## src/rtl/axis_burst_pkg.sv

```systemverilog
// axis_burst_pkg
//   Shared types and constants for the AXI-Stream burst source.
//   - state_t       : burst FSM states (IDLE, SEND)
//   - DEF_DATA_WIDTH: default stream data width
//   - DEF_LEN_WIDTH : default command length width
//   - BURST_CNT_W   : width of the completed-burst counter
package axis_burst_pkg;

    typedef enum logic [0:0] {
        IDLE = 1'b0,
        SEND = 1'b1
    } state_t;

    localparam int DEF_DATA_WIDTH = 8;
    localparam int DEF_LEN_WIDTH  = 8;
    localparam int BURST_CNT_W    = 16;

endpackage

```

## src/rtl/axis_burst_source.sv

```systemverilog
// axis_burst_source
//   AXI-Stream master that expands one command (start value, length-1) into
//   a burst of incrementing data beats, with out_last on the final beat.
//   A command presented during the final beat's handshake loads directly,
//   so consecutive bursts stream with no idle cycle between them.
//
// Ports
//   clk, resetn     : clock, asynchronous active-low reset
//   cmd_start       : data value of the first beat
//   cmd_len         : beats in burst minus one
//   cmd_valid/ready : command handshake (cmd_ready is combinational)
//   out_data/valid/ready/last : AXI-Stream master port, outputs registered
//   done            : one-cycle pulse after a final-beat handshake
//   burst_count     : completed bursts, wraps modulo 2^16
module axis_burst_source
    import axis_burst_pkg::*;
#(
    parameter int DATA_WIDTH = DEF_DATA_WIDTH,
    parameter int LEN_WIDTH  = DEF_LEN_WIDTH
) (
    input  logic                   clk,
    input  logic                   resetn,
    input  logic [DATA_WIDTH-1:0]  cmd_start,
    input  logic [LEN_WIDTH-1:0]   cmd_len,
    input  logic                   cmd_valid,
    output logic                   cmd_ready,
    output logic [DATA_WIDTH-1:0]  out_data,
    output logic                   out_valid,
    input  logic                   out_ready,
    output logic                   out_last,
    output logic                   done,
    output logic [BURST_CNT_W-1:0] burst_count
);

    localparam logic [DATA_WIDTH-1:0]  DATA_ONE = DATA_WIDTH'(1);
    localparam logic [LEN_WIDTH-1:0]   LEN_ONE  = LEN_WIDTH'(1);
    localparam logic [BURST_CNT_W-1:0] CNT_ONE  = BURST_CNT_W'(1);

    state_t               state;
    logic [LEN_WIDTH-1:0] remaining;   // beats left after the one on the bus

    logic beat_hs;
    logic last_hs;
    logic accept;

    assign beat_hs = out_valid && out_ready;
    assign last_hs = beat_hs && out_last;

    // Ready either when idle or while the current burst retires this cycle,
    // which is what lets the next burst follow without a bubble. Held low
    // during reset so no command can be taken while the block is cleared.
    assign cmd_ready = resetn && ((state == IDLE) || last_hs);
    assign accept    = cmd_valid && cmd_ready;

    always_ff @(posedge clk or negedge resetn) begin
        if (!resetn) begin
            state       <= IDLE;
            out_valid   <= 1'b0;
            out_data    <= '0;
            out_last    <= 1'b0;
            done        <= 1'b0;
            burst_count <= '0;
            remaining   <= '0;
        end else begin
            done <= 1'b0;
            case (state)
                IDLE: begin
                    if (accept) begin
                        state     <= SEND;
                        out_valid <= 1'b1;
                        out_data  <= cmd_start;
                        remaining <= cmd_len;
                        out_last  <= (cmd_len == '0);
                    end
                end
                SEND: begin
                    if (beat_hs) begin
                        if (!out_last) begin
                            out_data  <= out_data + DATA_ONE;
                            remaining <= remaining - LEN_ONE;
                            out_last  <= (remaining == LEN_ONE);
                        end else begin
                            done        <= 1'b1;
                            burst_count <= burst_count + CNT_ONE;
                            if (accept) begin
                                // chained burst: out_valid stays high
                                out_data  <= cmd_start;
                                remaining <= cmd_len;
                                out_last  <= (cmd_len == '0);
                            end else begin
                                state     <= IDLE;
                                out_valid <= 1'b0;
                                out_last  <= 1'b0;
                            end
                        end
                    end
                end
                default: state <= IDLE;
            endcase
        end
    end

endmodule

```

## config.mk

```make
export PLATFORM = sky130hd
export DESIGN_NAME = axis_burst_source
export DESIGN_NICKNAME = d
export VERILOG_FILES = /design/src/rtl/axis_burst_pkg.sv /design/src/rtl/axis_burst_source.sv
export SDC_FILE = /design/constraint.sdc
export NUM_CORES = 1
export LEC_CHECK = 0
export CAP_MARGIN = 20
export CORE_ASPECT_RATIO = 0.75
export CORE_MARGIN = 10
export CORE_UTILIZATION = 53
export CTS_BUF_LIST = sky130_fd_sc_hd__clkbuf_16
export CTS_CLUSTER_DIAMETER = 150
export DETAILED_ROUTE_END_ITERATION = 8
export PLACE_DENSITY_LB_ADDON = 0.15
export REMOVE_ABC_BUFFERS = 1
export SETUP_SLACK_MARGIN = 0.05
export SLEW_MARGIN = 40
export SYNTH_ARGS = -nofsm -noshare
export SYNTH_HDL_FRONTEND = slang
export SYNTH_SLANG_ARGS = --single-unit
```

## constraint.sdc

```tcl
create_clock -name clk -period 4.4 [get_ports clk]
set_input_delay 0.44 -clock clk [delete_from_list [all_inputs] [get_ports clk]]
set_output_delay 0.44 -clock clk [all_outputs]
set_load 0.005 [all_outputs]
```

==> impl_metrics.csv <==
group,metric,value,unit
status,status,"finished, final reports clean",
worst_setup_path,endpoint_kind,"output pin",
worst_setup_path,cp_cell_sequence,"clkdlybuf4s50_1 -> a21bo_2 -> and3_1 -> clkdlybuf4s50_1",
synth,netlist_area,1940,µm²
synth,ys_ff_latch,36,
power_and_ir_drop,clkPwrFrac,46.4,%
placed_design,routabilityCongestion,0.809,
synth,synth_warnings,0,
die,fp.dieArea,6520,µm²
route,route.detailed.vias_per_inst,5.60,
clocking,cts_tree,"built",
die,die-width,89.9,µm
die,die_h,72.5,µm
sta,rsz0062_at_grt,"no",
clocking,cts_setup_buffers,0,
route,dr.pass1.iters,4,
sta,hold_violations,0,
sta,worst_pin_slew,0.717,ns
global_route,grt_pass1_wl,8160,µm
sta,slew_headroom,51.9,%
route,postRouteAntennaNets,0,
die,core-area,3400,µm²
power_and_ir_drop,p_sw,0.000168,W
worst_setup_path,critPathRequiredTime,3.96,ns
synth,async_flop_share,100,%
worst_setup_path,r2r.worst_path.cells,4,
sta,fin_setup_tns,0,ns
hold_path,min_path_type,"primary input to async pin",
layout,area_growth_syn_to_layout,32.2,%
layout,final_common_cell,"clkdlybuf4s50_1",
worst_setup_path,cpPeakStageDelay,0.60,ns
synth,synth_edf_count,0,
worst_setup_path,cp_common_cell,"clkdlybuf4s50_1",
worst_setup_path,cp.arrival,1.96,ns
clocking,cts.sinks,36,
global_route,grt_max_degree,40,
route,wl,4920,µm
route,remaining_drc_errors,0,
power_and_ir_drop,seqPwrFrac,46.4,%
clocking,clk-insertion-delay-late,0.28,ns
sta,setup_violations,0,
synth,synth_flop_cell,"dfrtp_1",
global_route,grt_use_total,15.0,%
layout,fillers,271,
sta,post-route-period-util,54.5,%
clocking,post_cts_resize_count,0,
clocking,clk_pin_slew_worst_paths,0.05,ns
synth,postSynthAreaPerCell,9.44,µm²
layout,final_cell_mix,"46 x clkdlybuf4s50_1, 36 x dfrtp_1, 19 x nor2_1, 17 x nand2_1, 15 x o21ai_0",
layout,final_net_count,274,
power_and_ir_drop,p_comb_share,7.1,%
die,std_cell_rows,18,
global_route,first_global_vias,1612,
clocking,htreeDepth,2,
sta,slew_violations,0,
power_and_ir_drop,powerDensity,288,nW/µm²
synth,synthCells,206,
route,vias,1687,
route,drtIter0Drc,118,
route,wire_per_inst,16.3,µm
global_route,antenna_found_initial,0,
clocking,cts_made_buffers,5,
power_and_ir_drop,max-vdd-ir-drop,0.000214,V
layout,diodes,0,
worst_setup_path,worstPathMaxFanout,7,
placed_design,place_area,2420,µm²
layout,seqCellArea,901,µm²
clocking,cts_root_buffer,"clkbuf_16",
sta,fmax,417,MHz
job,maxCapViolations,0,
sta,finClkSkew,0.00357,ns
layout,drive_above_1_share,7.57,%
layout,multi_input_area,972,µm²
worst_setup_path,path_class,"primary input to output pin",
placed_design,hpwl,3540,µm
global_route,grt.overflow.total,0,
synth,synth_area_leaders,"dfrtp_1 46%, o21ai_0 4.1%, nor2_1 3.7%, xnor2_1 3.6%, nand2_1 3.3%",
synth,ys_seq_area_share,46.3,%
clocking,hold_buffers,0,
synth,yosys.area.top_type_share,46.3,%
synth,synth_top_area_cell,"dfrtp_1",
worst_setup_path,cp_slowest_cell,"clkdlybuf4s50_1",
power_and_ir_drop,swShare,22.7,%
power_and_ir_drop,leakagePower,1.06,nW
clocking,cts.path.max_buffers,2,
die,ios,48,
layout,final_area,2570,µm²
synth,synth.distinct_cells,44,
worst_setup_path,cp-start-kind,"primary input",
die,initial_core_util,57.2,%
sta,min_period,2.40,ns
power_and_ir_drop,internal-power,0.000573,W
placed_design,port_buffers,47,
==> final timing paths <==
path                                              from                          end  slack [ns]
max                                          out_ready                    cmd_ready        2.00
min                                             resetn      out_data[7]$_DFFE_PN0N_        0.12
max reg2reg                            state$_DFF_PN0_     remaining[5]$_DFFE_PN0N_        2.31
min reg2reg                burst_count[15]$_DFFE_PN0P_  burst_count[15]$_DFFE_PN0P_        0.47
max in group asynchronous                       resetn   burst_count[6]$_DFFE_PN0P_        3.95
min in group clk           burst_count[15]$_DFFE_PN0P_  burst_count[15]$_DFFE_PN0P_        0.47
==> registers in the layout (all words and copies together) (netlist names) <==
signal / cells
out_last: 1
out_data: 8
state: 1
done: 1
out_valid: 1
remaining: 8
burst_count: 16
==> cells in the mapped netlist (all sizes together) (2+ instances only) <==
| library cell | instances |
|---|---|
| or3 | 2 |
| a21oi | 13 |
| nand3 | 11 |
| xor2 | 7 |
| dfrtp | 36 |
| inv | 6 |
| nor3 | 10 |
| ha | 4 |
| nor4 | 5 |
| clkbuf | 3 |
| o311ai | 4 |
| o21ai | 16 |
| nand4 | 8 |
| xnor2 | 8 |
| buf | 7 |
| a211oi | 4 |
| nor2 | 19 |
| nor3b | 2 |
| nand2b | 2 |
| and3 | 3 |
| nand2 | 17 |
| a21boi | 2 |
| a31oi | 3 |
==> power groups by stage <==
stage               logic (W)  registers, W  clock network [W]
floorplan           0.0000182      0.000348                  0
global placement    0.0000522      0.000349                  0
detailed placement  0.0000527      0.000349                  0
CTS                 0.0000530      0.000344           0.000347
global route        0.0000601      0.000345           0.000363
finish              0.0000529      0.000344           0.000344
==> per-layer routing <==
| metal | track usage [%] | part of all wire (%) | vias up |
|---|---|---|---|
| li1 | - | - | 834 |
| met1 | 21.0 | 48 | 798 |
| met2 | 21.6 | 44 | 53 |
| met3 | 5.55 | 7.6 | 2 |
| met4 | 2.99 | 0.35 | 0 |
| met5 | 0 | 0 | - |
==> area by class of cell <==
class | count | share of cell area [%]
multi-input combinational | 154 | 37.8
inverter | 6 | 0.876
clock inverter | 3 | 0.730
clock buffer | 5 | 4.87
tap | 50 | 2.43
timing repair buffer | 47 | 18.2
sequential | 36 | 35.1
==> kinds of logic after synthesis <==
logic type	Yosys count	synth area share, %
XOR/XNOR	15	6.76
buffers and inverters	16	3.80
multiplexers	1	0.579
AO/OA/AOI/OAI	51	16.7
adder cells (fa/ha/maj)	4	2.57
AND/OR/NAND/NOR	83	23.2
flip-flops	36	46.3
==> stage by stage <==
step | power [W] | util (%) | worst slack [ns] | hold WS (ns) | std cells
detailed placement | 0.000402 | 71.2 | 1.97 | 0.464 | 293
finish | 0.000741 | 75.6 | 2.00 | 0.116 | 301
CTS | 0.000744 | 75.4 | 1.73 | 0.283 | 301
global placement | 0.000402 | 71.2 | 2.00 | 0.459 | 293
global route | 0.000768 | 75.6 | 1.92 | 0.166 | 301
floorplan | 0.000366 | - | 2.72 | 0.144 | 196
==> worst max-delay path, delay by kind of cell <==
family                 cells  cell delay, ns
AO/OA/AOI/OAI              1            0.24
buffers and inverters      2            1.10
AND/OR/NAND/NOR            1            0.17
Note: power is estimated with default switching activity, not from simulation.
